## src/rtl/vrf_read_dispatch.sv

```systemverilog
// vrf_read_dispatch
//   Round-robin dispatcher that maps up to VRF_RPORT_NUM of REQ_NUM pending
//   vector-operand read requests onto the read ports of the vector register
//   file. Reads that target a register being written in the same cycle are
//   deferred (RAW guard). A registered read packet is held while the regfile
//   reports busy.
//
// Optional feature: define VRF_RD_STALL_CNT_EN to add the stall_cnt output.
//
// Ports
//   clk, rstn        clock, synchronous active-low reset
//   req_vld          per-requester read pending
//   req_vaddr        per-requester vector register address
//   req_rs_idx       per-requester reservation-station tag
//   req_field_idx    per-requester operand field tag
//   req_rdy          per-requester grant (combinational)
//   wr0_vld, waddr0  regfile write port 0
//   wr1_vld, waddr1  regfile write port 1
//   busy             regfile cannot accept a new packet
//   rd_vld           per-port read valid (registered)
//   rd_vaddr         per-port register address
//   rd_rs_idx        per-port reservation-station tag
//   rd_field_idx     per-port operand field tag
//   stall_cnt        cycles stalled with a live packet (VRF_RD_STALL_CNT_EN only)

module vrf_read_dispatch #(
   parameter int unsigned REQ_NUM         = 8,
   parameter int unsigned VRF_RPORT_NUM   = 5,
   parameter int unsigned VREG_ADDR_WIDTH = 5,
   parameter int unsigned RS_IDX_W        = 4,
   parameter int unsigned FIELD_W         = 2
) (
   input  logic                                   clk,
   input  logic                                   rstn,
   input  logic [REQ_NUM-1:0]                     req_vld,
   input  logic [REQ_NUM*VREG_ADDR_WIDTH-1:0]     req_vaddr,
   input  logic [REQ_NUM*RS_IDX_W-1:0]            req_rs_idx,
   input  logic [REQ_NUM*FIELD_W-1:0]             req_field_idx,
   output logic [REQ_NUM-1:0]                     req_rdy,
   input  logic                                   wr0_vld,
   input  logic                                   wr1_vld,
   input  logic [VREG_ADDR_WIDTH-1:0]             waddr0,
   input  logic [VREG_ADDR_WIDTH-1:0]             waddr1,
   input  logic                                   busy,
   output logic [VRF_RPORT_NUM-1:0]               rd_vld,
   output logic [VRF_RPORT_NUM*VREG_ADDR_WIDTH-1:0] rd_vaddr,
   output logic [VRF_RPORT_NUM*RS_IDX_W-1:0]      rd_rs_idx,
   output logic [VRF_RPORT_NUM*FIELD_W-1:0]       rd_field_idx
`ifdef VRF_RD_STALL_CNT_EN
   ,
   output logic [31:0]                            stall_cnt
`endif
);

   localparam int unsigned PtrW = (REQ_NUM > 1) ? $clog2(REQ_NUM) : 1;

   logic [PtrW-1:0]                          rr_ptr_q, rr_ptr_d;
   logic [REQ_NUM-1:0]                       eligible;
   logic [REQ_NUM-1:0]                       grant;
   logic [VRF_RPORT_NUM-1:0]                 pk_vld;
   logic [VRF_RPORT_NUM*VREG_ADDR_WIDTH-1:0] pk_vaddr;
   logic [VRF_RPORT_NUM*RS_IDX_W-1:0]        pk_rs_idx;
   logic [VRF_RPORT_NUM*FIELD_W-1:0]         pk_field_idx;

   // A request is deferred when either write port targets the same register.
   always_comb begin
      eligible = '0;
      for (int i = 0; i < REQ_NUM; i++) begin
         eligible[i] = req_vld[i]
                     & ~(wr0_vld & (waddr0 == req_vaddr[i*VREG_ADDR_WIDTH +: VREG_ADDR_WIDTH]))
                     & ~(wr1_vld & (waddr1 == req_vaddr[i*VREG_ADDR_WIDTH +: VREG_ADDR_WIDTH]));
      end
   end

   // Scan from rr_ptr_q, wrapping; the k-th eligible requester lands on port k.
   always_comb begin
      int unsigned idx;
      int unsigned cnt;
      grant        = '0;
      pk_vld       = '0;
      pk_vaddr     = '0;
      pk_rs_idx    = '0;
      pk_field_idx = '0;
      rr_ptr_d     = rr_ptr_q;
      cnt          = 0;
      idx          = 0;
      if (!busy) begin
         for (int unsigned k = 0; k < REQ_NUM; k++) begin
            idx = int'(rr_ptr_q) + k;
            if (idx >= REQ_NUM) begin
               idx = idx - REQ_NUM;
            end
            if (eligible[idx] && (cnt < VRF_RPORT_NUM)) begin
               grant[idx]  = 1'b1;
               pk_vld[cnt] = 1'b1;
               pk_vaddr[cnt*VREG_ADDR_WIDTH +: VREG_ADDR_WIDTH] =
                  req_vaddr[idx*VREG_ADDR_WIDTH +: VREG_ADDR_WIDTH];
               pk_rs_idx[cnt*RS_IDX_W +: RS_IDX_W] = req_rs_idx[idx*RS_IDX_W +: RS_IDX_W];
               pk_field_idx[cnt*FIELD_W +: FIELD_W] = req_field_idx[idx*FIELD_W +: FIELD_W];
               rr_ptr_d = (idx + 1 >= REQ_NUM) ? '0 : PtrW'(idx + 1);
               cnt      = cnt + 1;
            end
         end
      end
   end

   // No grants may be advertised while reset is asserted.
   assign req_rdy = grant & {REQ_NUM{rstn}};

   // While busy the packet and pointer hold so the regfile sees it again.
   always_ff @(posedge clk) begin
      if (!rstn) begin
         rd_vld       <= '0;
         rd_vaddr     <= '0;
         rd_rs_idx    <= '0;
         rd_field_idx <= '0;
         rr_ptr_q     <= '0;
      end else if (!busy) begin
         rd_vld       <= pk_vld;
         rd_vaddr     <= pk_vaddr;
         rd_rs_idx    <= pk_rs_idx;
         rd_field_idx <= pk_field_idx;
         rr_ptr_q     <= rr_ptr_d;
      end
   end

`ifdef VRF_RD_STALL_CNT_EN
   always_ff @(posedge clk) begin
      if (!rstn) begin
         stall_cnt <= '0;
      end else if (busy && (|rd_vld) && (stall_cnt != 32'hFFFF_FFFF)) begin
         stall_cnt <= stall_cnt + 32'd1;
      end
   end
`else
   // Stall counter not built.
`endif

endmodule

```

## config.mk

```make
export PLATFORM = sky130hd
export DESIGN_NAME = vrf_read_dispatch
export DESIGN_NICKNAME = d
export VERILOG_FILES = /design/src/rtl/vrf_read_dispatch.sv
export SDC_FILE = /design/constraint.sdc
export NUM_CORES = 1
export LEC_CHECK = 0
export CAP_MARGIN = 40
export CORE_MARGIN = 5
export CORE_UTILIZATION = 35
export DETAILED_ROUTE_END_ITERATION = 12
export PLACE_DENSITY_LB_ADDON = 0.25
export SYNTH_ARGS = -nofsm -noshare
export SYNTH_HDL_FRONTEND = slang
export SYNTH_SLANG_ARGS = --single-unit
```

## constraint.sdc

```tcl
create_clock -name clk -period 22.9 [get_ports clk]
set_input_delay 4.58 -clock clk [delete_from_list [all_inputs] [get_ports clk]]
set_output_delay 4.58 -clock clk [all_outputs]
set_load 0.02 [all_outputs]
```

=== After elaboration in Yosys (flattened, before gate mapping) ===
Cells that the tools add are included.

* Register bits after elaboration: 63
* Logic and storage cells: 482

* $add $sub $neg: 50
* Multiply operators: 15
* $lt $le $gt $ge: 53
* Equal/unequal tests: 16
* Shifts and indexed selects: 66
* Mux-type cells: 189
* Bitwise logic cells: 64
* Reductions and logical operators: 24

{| class="wikitable"
|+ Operator list
! cell !! count
|-
| 32-bit two-way mux || 29
|-
| 32-bit negation with 34-bit output || 21
|-
| 32-bit by 1-bit greater-or-equal comparator with 1-bit output (second input constant) || 15
|-
| 32-bit by 4-bit less-than comparator with 1-bit output (second input constant) || 15
|-
| 32-bit by 3-bit multiplier with 32-bit output (second input constant) || 15
|-
| 32-bit by 1-bit adder with 32-bit output (second input constant) || 14
|-
| 25-bit two-way mux || 13
|-
| 40-bit by 33-bit indexed part select with 5-bit output || 8
|-
| 16-bit by 33-bit indexed part select with 2-bit output || 8
|-
| 32-bit by 33-bit indexed part select with 4-bit output || 8
|-
| 20-bit two-way mux || 13
|-
| 32-bit by 4-bit greater-or-equal comparator with 1-bit output (second input constant) || 8
|-
| 2-bit by 34-bit variable shift with 10-bit output (first input constant) || 7
|-
| 4-bit by 34-bit variable shift with 20-bit output (first input constant) || 7
|-
| 5-bit by 34-bit variable shift with 25-bit output (first input constant) || 7
|-
| 2-bit by 34-bit indexed part select with 10-bit output || 7
|-
| 4-bit by 34-bit indexed part select with 20-bit output || 7
|-
| 5-bit by 34-bit indexed part select with 25-bit output || 7
|-
| 32-bit by 3-bit less-than comparator with 1-bit output (second input constant) || 7
|-
| 25-bit bitwise mux || 7
|-
| 20-bit bitwise mux || 7
|-
| 10-bit two-way mux || 13
|-
| 8-bit two-way mux || 16
|-
| 5-bit equality test || 16
|-
| other kinds (24) || 202
|}

=== Longest topological paths before layout ===
* Depth in word-level cells: 39
* Mapped depth: 63
* Gate-level depth less buffers: 48

=== Worst setup path after synthesis ===
Ideal clock, no wire load.

* Kind: input port to output port
* Start point: input port waddr0[2]
* End point: output port req_rdy[0]
* Data arrival time: 14.981 ns
* Required time: 18.320 ns
* Slack: 3.339 ns
* Stages: 45
* Path buffers: 13
* Path through: buf_4 xor2_1 nor4_1 and3_4 o32ai_4 mux4_2 clkbuf_1 clkbuf_1 fa_1 clkbuf_1 inv_1 clkbuf_1 nand2_1 ha_1 o21bai_1 o31ai_1 nand2_1 inv_2 [... 9 more ...] inv_1 a21boi_1 mux2i_2 buf_2 buf_1 ha_1 inv_1 o21a_1 buf_2 nor3_1 nor2_2 inv_2 buf_2 ha_1 o211ai_2 o21ai_0 mux2i_1 a221oi_1

* Longest elaborated chain between the ends: 38
* Elaborated cells between the ends (all ways): 114
* Those cells by class: add/sub: 6; order compare: 7; eq/ne: 8; mux: 46; bitwise: 40; reduce/logical: 7

{| class="wikitable"
|+ RTL lines
! element !! RTL line !! source
|-
| start, declared || 42 || <nowiki>input logic [VREG_ADDR_WIDTH-1:0] waddr0,</nowiki>
|-
| 5-bit equality test || 70 || <nowiki>& ~(wr0_vld & (waddr0 == req_vaddr[i*VREG_ADDR_WIDTH +: VREG_ADDR_WIDTH]))</nowiki>
|-
| 1-bit AND || 70 ||
|-
| 1-bit inverter || 70 ||
|-
| 1-bit AND || 70 ||
|-
| 1-bit AND || 71 || <nowiki>& ~(wr1_vld & (waddr1 == req_vaddr[i*VREG_ADDR_WIDTH +: VREG_ADDR_WIDTH]));</nowiki>
|-
| 1-bit binary-select mux with 3-bit select || 93 || <nowiki>if (eligible[idx] && (cnt < VRF_RPORT_NUM)) begin</nowiki>
|-
| 1-bit two-way mux (implied by the code) || 93 ||
|-
| 1-bit two-way mux || 93 ||
|-
| [... 22 more ...] || n/a ||
|-
| 1-bit logical AND || 93 ||
|-
| 32-bit two-way mux || 93 ||
|-
| 32-bit two-way mux || 87 || <nowiki>if (!busy) begin</nowiki>
|-
| 32-bit by 3-bit less-than comparator with 1-bit output || 93 ||
|-
| 1-bit logical AND || 93 ||
|-
| 8-bit two-way mux * || 93 ||
|-
| 8-bit two-way mux * || 87 ||
|-
| 8-bit AND * || 108 || <nowiki>assign req_rdy = grant & {REQ_NUM{rstn}};</nowiki>
|-
| end, declared || 39 || <nowiki>output logic [REQ_NUM-1:0] req_rdy,</nowiki>
|}

Every way passes the cells marked *; elsewhere a longest branch is shown, timed or not. The select of a mux whose other input is x is not followed.

=== Final worst setup path ===
* Start point: input port req_vaddr[18]
* End point: output port req_rdy[5]

* Longest elaborated chain between the ends: 38
* Elaborated cells between the ends (all ways): 82
* Those cells by class: add/sub: 6; order compare: 7; eq/ne: 2; mux: 46; bitwise: 14; reduce/logical: 7

{| class="wikitable"
|+ RTL lines
! element !! RTL line !! source
|-
| start, declared || 36 || <nowiki>input logic [REQ_NUM*VREG_ADDR_WIDTH-1:0] req_vaddr,</nowiki>
|-
| 5-bit equality test || 70 ||
|-
| 1-bit AND || 70 ||
|-
| 1-bit inverter || 70 ||
|-
| 1-bit AND || 70 ||
|-
| 1-bit AND * || 71 ||
|-
| 1-bit binary-select mux with 3-bit select || 93 ||
|-
| 1-bit two-way mux (implied by the code) || 93 ||
|-
| 1-bit two-way mux || 93 ||
|-
| [... 22 more ...] || n/a ||
|-
| 1-bit logical AND || 93 ||
|-
| 32-bit two-way mux || 93 ||
|-
| 32-bit two-way mux || 87 ||
|-
| 32-bit by 3-bit less-than comparator with 1-bit output || 93 ||
|-
| 1-bit logical AND || 93 ||
|-
| 8-bit two-way mux * || 93 ||
|-
| 8-bit two-way mux * || 87 ||
|-
| 8-bit AND * || 108 ||
|}

Marked as above.

==> flow_summary.yaml <==
status:
  status: "completed"
setup_path:
  cp_top_family: "compound AO/OA/AOI/OAI gates"
  crit_top_cell: "ha_1"
  cpPeakStageDelay_ns: 1.02
  worst-setup-path-type: "in -> out"
  cp-start-kind: "input port"
  end_kind: "output port"
  worstPathBufferInverterCount: 11
  cp.arrival_ns: 17.51
  crit_slowest_cell: "clkdlybuf4s50_1"
  required_ns: 18.32
  critPathMaxFanout: 23
logic_synthesis:
  yosysSeqAreaShare_pct: 4.733
  syn-instance-count: 3497
  ys.flop_type: "dfxtp_1"
  synth.most_common_cell: "nand2_1"
  synth_top_area_cell: "mux4_2"
  netlist_area_sq_mm: 0.02665
  synth_edf_count: 0
  yosys_warnings: 0
  synth_seq_cells: 63
  yosysTopAreaCellShare_pct: 18.09
  synthTopCellsByArea: "mux4_2, ha_1, mux2i_1, nand2_1, dfxtp_1"
  synth.avg_cell_area_sq_um: 7.620
  synth_commonest_cells: "nand2_1, nor2_1, clkbuf_1"
  async_reset_ff_share_pct: 0
  synth_cell_types: 123
clocking:
  cts_hold_buf: 0
  clock_sinks: 63
  tritoncts: "built"
  path_clk_slew_ns: 0.06
  cts-root-buf: "clkbuf_16"
  clk_latency_ns: 0.35
  htree_levels: 3
  cts_resized: 0
  cts_buffer_depth: 2
  numCtsBuffers: 9
  postCtsSetupBuffers: 0
worst_hold_path:
  hp-class: "reg -> reg"
place:
  portBuffers: 178
  dp.final_hpwl_um: 95710
  gp_congestion: 1.029
drt:
  final_antenna_net_count: 0
  drt_wl_total_um: 122600
  drtIter0Drc: 4134
  vias: 30380
  drcViolationCount: 0
  wl_per_cell_um: 26.94
  dr.pass1.iters: 6
  drt-vias-per-instance: 6.675
timing:
  worst_pin_slew_ns: 1.129
  slew_headroom_pct: 24.76
  setup_viol: 0
  slew_viol_final: 0
  final.setup.tns_ns: 0
  grt_setup_unrepaired: "no"
  hold_viol: 0
  min_period_over_period_pct: 96.44
  skew_ns: 0.01821
  min_period_ns: 22.09
  fmax_mhz: 45.28
die:
  die_y_um: 285.9
  core-area_sq_mm: 0.07570
  pin_count: 179
  initial_core_util_pct: 35.20
  die_w_um: 285.9
  die_area_sq_mm: 0.08175
  fp-row-count: 101
final_layout:
  regArea_sq_mm: 0.001270
  layout-drive-gt1-share_pct: 14.87
  fin_util_pct: 39.47
  area_growth_pct: 12.13
  multi_input_area_sq_mm: 0.02399
  final_nets: 3831
  fill_cells: 7844
job:
  cap_violations: 0
global_route:
  antenna_found_initial: 3
  first_global_vias: 27490
  grt.total_usage_pct: 28.31
  grt_pass1_wl_um: 181400
  grt-ovfl-total: 0
  grt_max_degree: 71
## metal layers
metal	wire (um)	GRT usage, %	share of wire (%)	up-vias
met5	142	0.8929	0.12	-
met4	4546	7.769	3.7	8
met3	12320	5.514	10	288
met2	54430	44.61	44	1816
met1	51180	39.62	42	14790
li1	-	-	-	13480
## state kept, by name (all words and copies together), names as in the netlist
register      cells
rd_field_idx     10
rr_ptr_q          3
rd_vaddr         25
rd_vld            5
rd_rs_idx        20
## layout by cell type, fill, tap and decap left out, types with 23 or more instances in the layout
master,netlist,routed
nor2b_1,27,26
o22ai_1,52,52
o21ai_0,177,177
o211ai_1,74,74
mux2i_1,171,171
xnor2_1,98,95
a221oi_1,50,50
a31oi_1,51,51
and3_1,23,23
nand3_1,119,119
mux2_2,51,51
and2_1,33,33
conb_1,2,104
inv_1,76,76
a22oi_1,38,38
o31ai_1,26,26
nor3_1,121,121
nand4_1,41,41
a211oi_1,33,33
clkdlybuf4s50_1,0,178
nand2_1,401,401
mux4_2,214,214
buf_4,9,112
nor2_1,318,318
nor4_1,24,24
ha_1,142,140
dfxtp_1,63,60
or3_1,34,34
a21oi_1,172,172
xor2_1,35,34
nand2b_1,31,31
## final cells by class
| class | instances | share of cell area [%] |
|---|---|---|
| Sequential cell | 63 | 4.250 |
| Multi-Input combinational cell | 3097 | 80.30 |
| Tap cell | 978 | 4.095 |
| Inverter | 92 | 1.173 |
| Timing Repair Buffer | 304 | 9.229 |
| Clock buffer | 10 | 0.7998 |
| Clock inverter | 6 | 0.1424 |
| Antenna cell | 1 | 0.008375 |
## worst min-delay path, cell delays in order, from the launching register on
cell and delay, ns:
dfxtp_1 0.31, nand2_1 0.05, o21ai_1 0.05
## through the flow
stage	instances	cell area [sq um]	setup slack [ns]	hold slack, ns
3_3_place_gp	4509	29380	1.612	0.4403
5_1_grt	4550	29880	0.1500	0.4782
4_1_cts	4549	29870	1.245	0.4506
2_1_floorplan	3599	27030	3.339	0.5264
6_report	4551	29880	0.8142	0.4453
3_5_place_dp	4533	29590	1.260	0.4429
## cells by family (layout without fill, tap and decap cells)
logic type / count (synthesis) / count (layout) / share of synthesized area (%)
simple gates: 1288 / 1288 / 23.32
compound gates: 977 / 977 / 26.04
mux: 440 / 440 / 26.94
buf+inv: 439 / 412 / 6.907
fa+ha+maj: 153 / 153 / 7.494
xor+xnor: 135 / 135 / 4.536
flops: 63 / 63 / 4.733
other cells: 2 / 105 / 0.02818
## path summary, 6_finish.rpt
check,start,end,slack (ns),cells after the start
worst max-delay path,req_vaddr[18],req_rdy[5],0.81,40
worst min-delay path,rd_vaddr[16],rd_vaddr[16],0.45,2
worst max register to register,rr_ptr_q[1],rd_vaddr[17],7.92,48
worst min register to register,rd_vaddr[16],rd_vaddr[16],0.45,2
Power is left out: the tool's default activity adds up to more than one toggle a clock period on the data nets, which glitch-free logic cannot reach.
